[src/rtl/rv32im_muldiv_seq_pkg.sv]
// Shared definitions for the RV32 M-extension sequencer: widths, op encodings
// and FSM state encoding.
package rv32im_muldiv_seq_pkg;

  localparam int XLEN  = 32;
  localparam int CNT_W = 5;

  localparam logic [XLEN-1:0] INT_MIN = {1'b1, {(XLEN-1){1'b0}}};

  localparam logic [4:0] SEL_MUL    = 5'b00001;
  localparam logic [4:0] SEL_MULH   = 5'b00101;
  localparam logic [4:0] SEL_MULHSU = 5'b01001;
  localparam logic [4:0] SEL_MULHU  = 5'b01101;
  localparam logic [4:0] SEL_DIV    = 5'b10001;
  localparam logic [4:0] SEL_DIVU   = 5'b10101;
  localparam logic [4:0] SEL_REM    = 5'b11001;
  localparam logic [4:0] SEL_REMU   = 5'b11101;

  typedef enum logic [2:0] {
    F_MUL    = 3'd0,
    F_MULH   = 3'd1,
    F_MULHSU = 3'd2,
    F_MULHU  = 3'd3,
    F_DIV    = 3'd4,
    F_DIVU   = 3'd5,
    F_REM    = 3'd6,
    F_REMU   = 3'd7
  } funct3_t;

  typedef enum logic [2:0] {
    S_IDLE  = 3'd0,
    S_MUL   = 3'd1,
    S_DIV   = 3'd2,
    S_FIXUP = 3'd3,
    S_DONE  = 3'd4
  } state_t;

  // Only the eight encodings ending in 2'b01 are real M-ops.
  function automatic logic is_mop(input logic [4:0] sel);
    return sel[0] & ~sel[1];
  endfunction

endpackage

[src/rtl/rv32im_muldiv_seq_if.sv]
// EX-stage handshake bundle between the pipeline and the mul/div sequencer.
interface rv32im_muldiv_seq_if;
  import rv32im_muldiv_seq_pkg::*;

  logic            i_start;
  logic [4:0]      i_select;
  logic [XLEN-1:0] i_data1;
  logic [XLEN-1:0] i_data2;
  logic            i_flush;
  logic            o_stall;
  logic            o_result_valid;
  logic [XLEN-1:0] o_result;

  modport master (
    output i_start, i_select, i_data1, i_data2, i_flush,
    input  o_stall, o_result_valid, o_result
  );

  modport slave (
    input  i_start, i_select, i_data1, i_data2, i_flush,
    output o_stall, o_result_valid, o_result
  );

endinterface

[src/rtl/rv32im_div_core.sv]
// Iterative radix-2 restoring divider on unsigned magnitudes; one quotient bit
// per step, dividend shifted out of the quotient register as bits come in.
module rv32im_div_core
  import rv32im_muldiv_seq_pkg::*;
#(
  parameter int W  = XLEN,
  parameter int CW = CNT_W
) (
  input  logic         clk,
  input  logic         rst,
  input  logic         i_load,
  input  logic         i_step,
  input  logic [W-1:0] i_dividend,
  input  logic [W-1:0] i_divisor,
  output logic [W-1:0] o_quotient,
  output logic [W-1:0] o_remainder,
  output logic         o_last
);

  logic [W-1:0]  r_quo;
  logic [W-1:0]  r_rem;
  logic [W-1:0]  r_dsr;
  logic [CW-1:0] r_cnt;
  logic [W:0]    w_shift;
  logic [W:0]    w_trial;

  // Remainder stays below the divisor, so W+1 bits are enough for the trial.
  assign w_shift = {r_rem, r_quo[W-1]};
  assign w_trial = w_shift - {1'b0, r_dsr};

  always_ff @(posedge clk) begin
    if (rst) begin
      r_quo <= '0;
      r_rem <= '0;
      r_dsr <= '0;
      r_cnt <= '0;
    end else if (i_load) begin
      r_quo <= i_dividend;
      r_rem <= '0;
      r_dsr <= i_divisor;
      r_cnt <= CW'(W - 1);
    end else if (i_step) begin
      if (w_trial[W]) begin
        r_rem <= w_shift[W-1:0];
        r_quo <= {r_quo[W-2:0], 1'b0};
      end else begin
        r_rem <= w_trial[W-1:0];
        r_quo <= {r_quo[W-2:0], 1'b1};
      end
      r_cnt <= r_cnt - CW'(1);
    end
  end

  assign o_quotient  = r_quo;
  assign o_remainder = r_rem;
  assign o_last      = (r_cnt == '0);

endmodule

[src/rtl/rv32im_muldiv_seq.sv]
// M-extension sequencer: FSM, registered multiplier, divide special cases and
// sign fix-up around the iterative divider core.
module rv32im_muldiv_seq
  import rv32im_muldiv_seq_pkg::*;
(
  input logic                 clk,
  input logic                 rst,
  rv32im_muldiv_seq_if.slave  bus
);

  state_t          r_state;
  state_t          w_state_next;
  funct3_t         r_op;
  funct3_t         w_op_in;
  logic [XLEN-1:0] r_a;
  logic [XLEN-1:0] r_b;
  logic [XLEN-1:0] r_result;
  logic            r_valid;
  logic            r_neg_q;
  logic            r_neg_r;

  logic            w_sel_ok;
  logic            w_div_sel;
  logic            w_sign_sel;
  logic            w_zero_div;
  logic            w_ovf;
  logic            w_special;
  logic [XLEN-1:0] w_special_res;
  logic [XLEN-1:0] w_abs1;
  logic [XLEN-1:0] w_abs2;

  logic            w_accept;
  logic            w_div_load;
  logic            w_div_step;
  logic            w_mul_load;
  logic            w_fix_load;

  logic [2*XLEN-1:0] w_a_ext;
  logic [2*XLEN-1:0] w_b_ext;
  logic [2*XLEN-1:0] w_prod;
  logic [XLEN-1:0]   w_mul_res;

  logic [XLEN-1:0] w_quo;
  logic [XLEN-1:0] w_rem;
  logic            w_last;
  logic [XLEN-1:0] w_fix_res;

  assign w_op_in    = funct3_t'(bus.i_select[4:2]);
  assign w_sel_ok   = is_mop(bus.i_select);
  assign w_div_sel  = bus.i_select[4];
  assign w_sign_sel = ~bus.i_select[2];
  assign w_zero_div = (bus.i_data2 == '0);
  assign w_ovf      = w_sign_sel & (bus.i_data1 == INT_MIN) & (&bus.i_data2);
  assign w_special  = w_div_sel & (w_zero_div | w_ovf);

  // Overflow case: quotient is the dividend itself (INT_MIN), remainder zero.
  assign w_special_res = bus.i_select[3] ? (w_zero_div ? bus.i_data1 : '0)
                                         : (w_zero_div ? '1 : bus.i_data1);

  assign w_abs1 = (w_sign_sel & bus.i_data1[XLEN-1]) ? -bus.i_data1 : bus.i_data1;
  assign w_abs2 = (w_sign_sel & bus.i_data2[XLEN-1]) ? -bus.i_data2 : bus.i_data2;

  // Modulo 2^64 the product only depends on how each operand is extended.
  assign w_a_ext   = {{XLEN{((r_op == F_MULH) || (r_op == F_MULHSU)) & r_a[XLEN-1]}}, r_a};
  assign w_b_ext   = {{XLEN{(r_op == F_MULH) & r_b[XLEN-1]}}, r_b};
  assign w_prod    = w_a_ext * w_b_ext;
  assign w_mul_res = (r_op == F_MUL) ? w_prod[XLEN-1:0] : w_prod[2*XLEN-1:XLEN];

  assign w_fix_res = ((r_op == F_REM) || (r_op == F_REMU))
                     ? (r_neg_r ? -w_rem : w_rem)
                     : (r_neg_q ? -w_quo : w_quo);

  rv32im_div_core #(.W(XLEN), .CW(CNT_W)) u_div_core (
    .clk         (clk),
    .rst         (rst),
    .i_load      (w_div_load),
    .i_step      (w_div_step),
    .i_dividend  (w_abs1),
    .i_divisor   (w_abs2),
    .o_quotient  (w_quo),
    .o_remainder (w_rem),
    .o_last      (w_last)
  );

  always_ff @(posedge clk) begin
    if (rst) r_state <= S_IDLE;
    else     r_state <= w_state_next;
  end

  always_comb begin
    w_state_next = r_state;
    if (bus.i_flush) begin
      w_state_next = S_IDLE;
    end else begin
      unique case (r_state)
        S_IDLE: begin
          if (w_accept) begin
            if (!w_div_sel)    w_state_next = S_MUL;
            else if (w_special) w_state_next = S_DONE;
            else               w_state_next = S_DIV;
          end
        end
        S_MUL:   w_state_next = S_DONE;
        S_DIV:   if (w_last) w_state_next = S_FIXUP;
        S_FIXUP: w_state_next = S_DONE;
        S_DONE:  w_state_next = S_IDLE;
        default: w_state_next = S_IDLE;
      endcase
    end
  end

  // Stall drops in DONE so the pipeline can advance on the result cycle.
  always_comb begin
    w_accept   = 1'b0;
    w_div_step = 1'b0;
    w_mul_load = 1'b0;
    w_fix_load = 1'b0;
    bus.o_stall = ~rst & bus.i_start & bus.i_select[0] & (r_state != S_DONE);
    unique case (r_state)
      S_IDLE:  w_accept   = bus.i_start & w_sel_ok & ~bus.i_flush;
      S_MUL:   w_mul_load = ~bus.i_flush;
      S_DIV:   w_div_step = ~bus.i_flush;
      S_FIXUP: w_fix_load = ~bus.i_flush;
      default: ;
    endcase
    w_div_load = w_accept & w_div_sel & ~w_special;
  end

  always_ff @(posedge clk) begin
    if (rst) begin
      r_op     <= F_MUL;
      r_a      <= '0;
      r_b      <= '0;
      r_neg_q  <= 1'b0;
      r_neg_r  <= 1'b0;
      r_result <= '0;
      r_valid  <= 1'b0;
    end else begin
      r_valid <= (w_state_next == S_DONE);
      if (w_accept) begin
        r_op    <= w_op_in;
        r_a     <= bus.i_data1;
        r_b     <= bus.i_data2;
        r_neg_q <= w_sign_sel & (bus.i_data1[XLEN-1] ^ bus.i_data2[XLEN-1]);
        r_neg_r <= w_sign_sel & bus.i_data1[XLEN-1];
        if (w_special) r_result <= w_special_res;
      end
      if (w_mul_load) r_result <= w_mul_res;
      if (w_fix_load) r_result <= w_fix_res;
    end
  end

  assign bus.o_result       = r_result;
  assign bus.o_result_valid = r_valid;

endmodule

[src/flat_wrapper.sv]
// flat-port wrapper written by rule: the top's interface ports become plain ports
module rv32im_muldiv_seq_flat import rv32im_muldiv_seq_pkg::*;
  (clk, rst, bus_i_start, bus_i_select, bus_i_data1, bus_i_data2, bus_i_flush, bus_o_stall, bus_o_result_valid, bus_o_result);
  rv32im_muldiv_seq_if bus_i ();
  input logic clk;
  input logic rst;
  input wire logic [$bits(bus_i.i_start)-1:0] bus_i_start;
  input wire logic [$bits(bus_i.i_select)-1:0] bus_i_select;
  input wire logic [$bits(bus_i.i_data1)-1:0] bus_i_data1;
  input wire logic [$bits(bus_i.i_data2)-1:0] bus_i_data2;
  input wire logic [$bits(bus_i.i_flush)-1:0] bus_i_flush;
  output wire logic [$bits(bus_i.o_stall)-1:0] bus_o_stall;
  output wire logic [$bits(bus_i.o_result_valid)-1:0] bus_o_result_valid;
  output wire logic [$bits(bus_i.o_result)-1:0] bus_o_result;
  assign bus_i.i_start = bus_i_start;
  assign bus_i.i_select = bus_i_select;
  assign bus_i.i_data1 = bus_i_data1;
  assign bus_i.i_data2 = bus_i_data2;
  assign bus_i.i_flush = bus_i_flush;
  assign bus_o_stall = bus_i.o_stall;
  assign bus_o_result_valid = bus_i.o_result_valid;
  assign bus_o_result = bus_i.o_result;
  rv32im_muldiv_seq u_core (.clk(clk), .rst(rst), .bus(bus_i));
endmodule
[config.mk]
export PLATFORM = sky130hd
export DESIGN_NAME = rv32im_muldiv_seq_flat
export DESIGN_NICKNAME = d
export VERILOG_FILES = /design/src/rtl/rv32im_muldiv_seq_pkg.sv /design/src/rtl/rv32im_muldiv_seq_if.sv /design/src/rtl/rv32im_div_core.sv /design/src/rtl/rv32im_muldiv_seq.sv /design/src/flat_wrapper.sv
export SDC_FILE = /design/constraint.sdc
export NUM_CORES = 2
export LEC_CHECK = 0
export CAP_MARGIN = 0
export CORE_ASPECT_RATIO = 0.8
export CORE_MARGIN = 2
export CORE_UTILIZATION = 40
export CTS_CLUSTER_SIZE = 16
export DETAILED_ROUTE_END_ITERATION = 16
export GPL_TIMING_DRIVEN = 0
export HOLD_SLACK_MARGIN = 0.08
export SLEW_MARGIN = 20
export SYNTH_ARGS = -nofsm -noshare
export SYNTH_HDL_FRONTEND = slang
export SYNTH_SLANG_ARGS = --single-unit
[constraint.sdc]
create_clock -name clk -period 14.05 [get_ports clk]
set_clock_uncertainty 0.1 [all_clocks]
set_input_delay 2.81 -clock clk [delete_from_list [all_inputs] [get_ports clk]]
set_output_delay 2.81 -clock clk [all_outputs]
set_load 0.01 [all_outputs]
# Word level (Yosys, flattened, before mapping)
# Cells that the tools add are included.
dict set report totals {
  memories 0
  out_inout_bits 34
  reg_bits 206
  wordCells 94
  romBits 0
  mem_bits_rw 0
  input_bits 73
  latchBits 0
}
dict set report classes {
  shifts 0
  eq_ne 10
  n_mul 1
  addsub 6
  n_lt_le_gt_ge 0
  mux 29
  div_mod_pow 0
  reduce_logical 13
  bitwise_logic 23
}
# op count
set ops {}
lappend ops {{32-bit 2-to-1 mux} 16}
lappend ops {{32-bit negator} 4}
lappend ops {{33-bit by 33-bit multiplier with 64-bit output} 1}
lappend ops {{33-bit by 32-bit subtractor with 33-bit output} 1}
lappend ops {{32-bit equality test (second input constant)} 1}
lappend ops {{32-bit logical NOT} 1}
lappend ops {{32-bit AND reduction} 1}
lappend ops {{1-bit bitwise AND} 16}
lappend ops {{3-bit 2-to-1 mux} 5}
lappend ops {{5-bit 2-to-1 mux} 2}
lappend ops {{3-bit by 2-bit equality test with 1-bit output (second input constant)} 3}
lappend ops {{3-bit equality test (second input constant)} 3}
lappend ops {{3-bit case mux with 3 select lines} 1}
lappend ops {{3-bit by 1-bit equality test with 1-bit output (second input constant)} 2}
lappend ops {{3-bit logical NOT} 2}
lappend ops {{3-bit nonzero test} 2}
lappend ops {{5-bit logical NOT} 1}
lappend ops {{1-bit 2-to-1 mux} 5}
lappend ops {{1-bit NOT} 5}
lappend ops {{5-bit by 1-bit subtractor with 5-bit output (second input constant)} 1}
lappend ops {{2-bit OR reduction} 2}
lappend ops {{3-bit != test (second input constant)} 1}
lappend ops {{1-bit logical OR} 2}
lappend ops {{2-bit AND reduction} 1}
lappend ops {{other kinds (3)} 3}

# Longest topological paths before layout
dict set report depth {
  word_depth 11
  mapped_depth 32
}

# By module
# Synthesis repeated with hierarchy kept, for this count alone.
dict set report hier_totals {
  hier_cells 6247
  area_unflattened_um2 52470.3
}
# mod area_each_um2 n_inst cells_per_inst
set by_module_without_submodules {}
lappend by_module_without_submodules {rv32im_muldiv_seq 45912.8 1 5401}
lappend by_module_without_submodules {rv32im_div_core 6557.5 1 846}

# Worst setup path before layout
# OpenSTA, ideal clock, no wires.
dict set report synth_path {
  path_type {reg2reg}
  from {register u_core.r_op[1]}
  to {register u_core.r_result[27] (netlist: u_core.bus.o_result[27])}
  period_less_slack_ns 8.540
  setup_slack_ns 5.510
  arrival_ns 8.321
  required_ns 13.830
  path_stages_with_launch 29
  path_cell_list {dfxtp_1 -> clkbuf_1 -> xnor2_1 -> nor3b_1 -> clkbuf_1 -> nand2_1 -> fa_1 -> fa_1 -> inv_1 -> fa_1 -> fa_1 -> fa_1 -> fa_1 -> inv_1 -> fa_1 -> fa_1 -> inv_1 -> ha_1 -> clkbuf_1 -> a21o_1 -> o21bai_1 -> a221o_1 -> a221oi_1 -> nor2_1 -> a21o_1 -> a2111oi_4 -> nor2_2 -> mux2_4 -> a211o_1}
}
dict set report synth_between {
  elab_chain_cells 7
}
# item line_no
set synth_lines {}
lappend synth_lines {{from (decl)} rv32im_muldiv_seq.sv:13} ;# funct3_t r_op;
lappend synth_lines {{from (signal assigned)} rv32im_muldiv_seq.sv:141} ;# r_op <= w_op_in;
lappend synth_lines {{3-bit by 1-bit equality test with 1-bit output or 3-bit by 2-bit equality test with 1-bit output (tied branches)} {rv32im_muldiv_seq.sv:64, rv32im_muldiv_seq.sv:65}}
lappend synth_lines {{1-bit logical OR} rv32im_muldiv_seq.sv:64} ;# assign w_a_ext = {{XLEN{((r_op == F_MULH) || (r_op == F_MULHSU)) & r_a[XLEN-1]}}, r_a};
lappend synth_lines {{1-bit bitwise AND} rv32im_muldiv_seq.sv:64}
lappend synth_lines {{33-bit by 33-bit multiplier with 64-bit output} rv32im_muldiv_seq.sv:66} ;# assign w_prod = w_a_ext * w_b_ext;
lappend synth_lines {{32-bit 2-to-1 mux} rv32im_muldiv_seq.sv:67} ;# assign w_mul_res = (r_op == F_MUL) ? w_prod[XLEN-1:0] : w_prod[2*XLEN-1:XLEN];
lappend synth_lines {{32-bit 2-to-1 mux} rv32im_muldiv_seq.sv:148} ;# if (w_mul_load) r_result <= w_mul_res;
lappend synth_lines {{32-bit 2-to-1 mux *} rv32im_muldiv_seq.sv:149} ;# if (w_fix_load) r_result <= w_fix_res;
lappend synth_lines {{to (signal assigned)} rv32im_muldiv_seq.sv:146} ;# if (w_special) r_result <= w_special_res;
lappend synth_lines {{to (signal assigned)} rv32im_muldiv_seq.sv:148}
lappend synth_lines {{to (signal assigned)} rv32im_muldiv_seq.sv:149}
lappend synth_lines {{to (decl)} rv32im_muldiv_seq.sv:17} ;# logic [XLEN-1:0] r_result;
# Every way passes the cells marked *; elsewhere a longest branch is shown, timed or not.
# A chain may end at the register's enable or synchronous reset.

# Worst setup path after layout
dict set report layout_path {
  from {register u_core.r_op[1]}
  to {register u_core.r_result[28] (netlist: u_core.bus.o_result[28])}
}
# Same word-level chain as after synthesis.

==> flow_metrics.env <==
export IMPL_status="finished clean"
export IMPL_clkTransAtPathRegs_ps=80
export IMPL_syn_inst=6041
export IMPL_synth_ff_type="dfxtp_1"
export IMPL_dp_cells=7806
export IMPL_post_cts_buffers=0
export IMPL_antenna_found_initial=15
export IMPL_final_period_utilization_pct=79.6
export IMPL_hpwl_um=178000
export IMPL_cts_sinks=206
export IMPL_power_leakage_uw=0.0245
export IMPL_p_seq_share_pct=37.2
export IMPL_stdcell_area_um2=55300
export IMPL_dr_first_iter_drc_count=5526
export IMPL_synth_top_family_by_area="adder cells"
export IMPL_relSlewSlack_pct=11.6
export IMPL_ys_seq_elements=206
export IMPL_drv_slew=0
export IMPL_cp_top_family="adder cells"
export IMPL_rsz0062_at_grt="false"
export IMPL_cts_tree="built"
export IMPL_yosysWarnings=0
export IMPL_syn_area_um2=51400
export IMPL_crit_end="u_core.bus.o_result[28]$_SDFFE_PP0P_"
export IMPL_reg2reg_depth=28
export IMPL_cp_max_fo=11
export IMPL_grt_max_degree=17
export IMPL_slowest_stage="fa_1"
export IMPL_hold_violations=0
export IMPL_syn_num_nets=7490
export IMPL_grtUsageTotal_pct=32.3
export IMPL_antenna_left=0
export IMPL_ioPinCount=107
export IMPL_drive_above_1_share_pct=1.60
export IMPL_path_buf_inv=7
export IMPL_async_reset_ff_share_pct=0
export IMPL_timing_fmax_ghz=0.0894
export IMPL_root_buffer="clkbuf_16"
export IMPL_cts_path_max_buffers=3
export IMPL_critical_path_required_ps=14340
export IMPL_core_area_um2=127000
export IMPL_first_pass_iters=8
export IMPL_yosysTopAreaCellShare_pct=43.8
export IMPL_synthAdderAreaFrac_pct=50.1
export IMPL_synth_enable_flop_cells=0
export IMPL_clk_latency_ps=560
export IMPL_port_buffers=98
export IMPL_synth_top_cell_by_area="fa_1"
export IMPL_tns_ps=0
export IMPL_p_int_uw=1060
export IMPL_drv_cap=0
export IMPL_netlist_top_cells_area="fa_1 (44%), inv_1 (8.9%), dfxtp_1 (8.0%)"
export IMPL_pwr_share_clk_pct=36.7
export IMPL_grt_pass1_wl_um=308000
export IMPL_synthXorXnorAreaFrac_pct=3.56
export IMPL_synth_compound_area_share_pct=9.56
export IMPL_areaGrowthSynthToFinish_pct=7.49
export IMPL_cts_resized=0
export IMPL_power_density_nw_per_um2=29.7
export IMPL_first_global_vias=43800
export IMPL_die_area_um2=131000
export IMPL_cp_arrival_ps=11480
export IMPL_layoutNonFillerInstCount=7858
export IMPL_detail_route_wirelength_um=213000
export IMPL_comb_power_share_pct=26.1
export IMPL_cts_buffers=20
export IMPL_hold_buffers=0
export IMPL_die_h_um=325
export IMPL_htreeDepth=1
export IMPL_synth_area_mux_share_pct=0.815
export IMPL_slowest_delay_ps=850
export IMPL_synth_simple_area_share_pct=16.4
export IMPL_ys_types=85
export IMPL_r2r_setup_slack_ps=2860
export IMPL_power_net_switching_uw=589
export IMPL_gp_congestion=1.07
export IMPL_r2r_end="u_core.bus.o_result[28]$_SDFFE_PP0P_"
export IMPL_crit_path_start_kind="register"
export IMPL_criticalPathCategory="register to register"
export IMPL_setup_viol=0
export IMPL_cp_startpoint="u_core.r_op[1]$_SDFFE_PP0P_"
export IMPL_place_area_um2=54500
export IMPL_synth_avg_cell_area_um2=8.51
export IMPL_swShare_pct=35.8
export IMPL_path_common_cell="fa_1"
export IMPL_fp_dieW_um=405
export IMPL_cp_end_kind="register"
export IMPL_drc=0
export IMPL_via_per_inst=5.67
export IMPL_r2r_start="u_core.r_op[1]$_SDFFE_PP0P_"
export IMPL_nets=7611
export IMPL_overflow=0
export IMPL_synth_seq_area_share_pct=8.02
export IMPL_vias=44600
export IMPL_routedWlPerCell_um=27.1
export IMPL_min_path_type="register to register"
export IMPL_min_period_ps=11190
export IMPL_cp_depth=28
export IMPL_worst_slew_pin_transition_ps=1330
export IMPL_peakVddDrop_v=0.0000800
export IMPL_initial_core_util_pct=40.4
export IMPL_rows=117
-- layer usage --
layer	up-vias	global-route usage (%)	wire length, um
met5	-	0	100
met1	22700	47.4	89200
met4	10	10.3	8470
met2	2789	44.3	85200
li1	18600	-	-
met3	428	11.1	29900
-- state kept, by name, summed over array words and instances (netlist names), 3 cells and up --
signal                         count
u_core.u_div_core.o_quotient      32
u_core.r_op                        3
u_core.r_b                        32
u_core.u_div_core.r_dsr           32
u_core.u_div_core.r_cnt            5
u_core.u_div_core.o_remainder     32
u_core.r_state                     3
u_core.r_a                        32
u_core.bus.o_result               32
-- power groups by stage --
| stage | combinational, uW | sequential (uW) | clock (uW) |
|---|---|---|---|
| 6_report | 429 | 612 | 604 |
| 5_1_grt | 450 | 611 | 625 |
| 4_1_cts | 413 | 610 | 599 |
| 3_5_place_dp | 410 | 624 | 0 |
| 3_3_place_gp | 410 | 624 | 0 |
| 2_1_floorplan | 243 | 613 | 0 |
-- through the flow --
stage / total power [uW] / setup slack [ps] / hold slack [ps] / utilization [%]
floorplan: 856 / 5510 / 346 / -
CTS: 1620 / 3130 / 358 / 43.4
global route: 1690 / 2550 / 376 / 43.4
finish: 1640 / 2860 / 363 / 43.4
detailed placement: 1030 / 3160 / 348 / 42.8
global placement: 1030 / 2960 / 346 / 42.8
-- area by class of cell --
cell class	count	area, um2
diodes	16	40.0
plain buffers	357	1370
clock buffers	27	567
clock inverters	9	124
fillers	12800	72100
inverters	1224	4590
multi-input cells	4254	41400
flip-flops and latches	206	4120
well taps	1666	2080
repair buffers	99	1010
-- synth_stat cells, types with 52 or more instances --
cell type / instances
a211oi_1: 64
a21o_1: 54
a21oi_1: 282
and2_1: 325
clkbuf_1: 345
dfxtp_1: 206
fa_1: 1126
ha_1: 250
inv_1: 1224
nand2_1: 1055
nor2_1: 192
nor3_1: 52
o21ai_0: 127
xnor2_1: 104
xor2_1: 105
-- cell families after synthesis --
family | after synthesis
flops | 206
xor+xnor | 209
fa+ha+maj | 1387
compound gates | 775
mux | 41
buf+inv | 1581
simple gates | 1842
-- tightest hold or removal path, stage by stage (launching register included) --
cell     delay (ps)
dfxtp_1         320
nand2_1          50
a21oi_1          50
-- layout by cell type (no fill, tap or decap), drive strengths merged, types with 15 or more instances in the layout --
cell type      netlist  routed
nand3               40      40
xnor2              104     104
fa                1126    1126
ha                 250     250
and3                15      15
or3                 17      17
or4                 18      18
nand4               26      26
diode                0      16
nor3                52      52
and2               327     327
a21oi              282     282
dfxtp              206     206
nand2b              15      15
o21a                25      25
o31ai               35      35
inv               1224    1225
nor4                20      20
o21ai              129     129
nand2             1056    1056
clkbuf             345     372
a211oi              64      64
a31oi               21      21
nor2b               16      16
o211ai              21      21
a21o                54      54
or2                 21      21
o21bai              16      16
mux2i               37      37
clkdlybuf4s50        0      98
xor2               105     105
nor2               194     194
a22oi               31      31
-- how the worst min path moves through the flow --
stage / endpoint / startpoint / depth (start not counted)
final: u_core.bus.o_result[3]$_SDFFE_PP0P_ / u_core.bus.o_result[3]$_SDFFE_PP0P_ / 2
after global routing: u_core.bus.o_result[1]$_SDFFE_PP0P_ / u_core.bus.o_result[1]$_SDFFE_PP0P_ / 2
after CTS: u_core.bus.o_result[1]$_SDFFE_PP0P_ / u_core.bus.o_result[1]$_SDFFE_PP0P_ / 2
after detailed placement: u_core.bus.o_result[1]$_SDFFE_PP0P_ / u_core.bus.o_result[1]$_SDFFE_PP0P_ / 2
after global placement: u_core.bus.o_result[3]$_SDFFE_PP0P_ / u_core.bus.o_result[3]$_SDFFE_PP0P_ / 2
after floorplan: u_core.u_div_core.r_dsr[31]$_SDFFE_PP0P_ / u_core.u_div_core.r_dsr[31]$_SDFFE_PP0P_ / 2
Note: power is estimated with default switching activity, not from simulation.
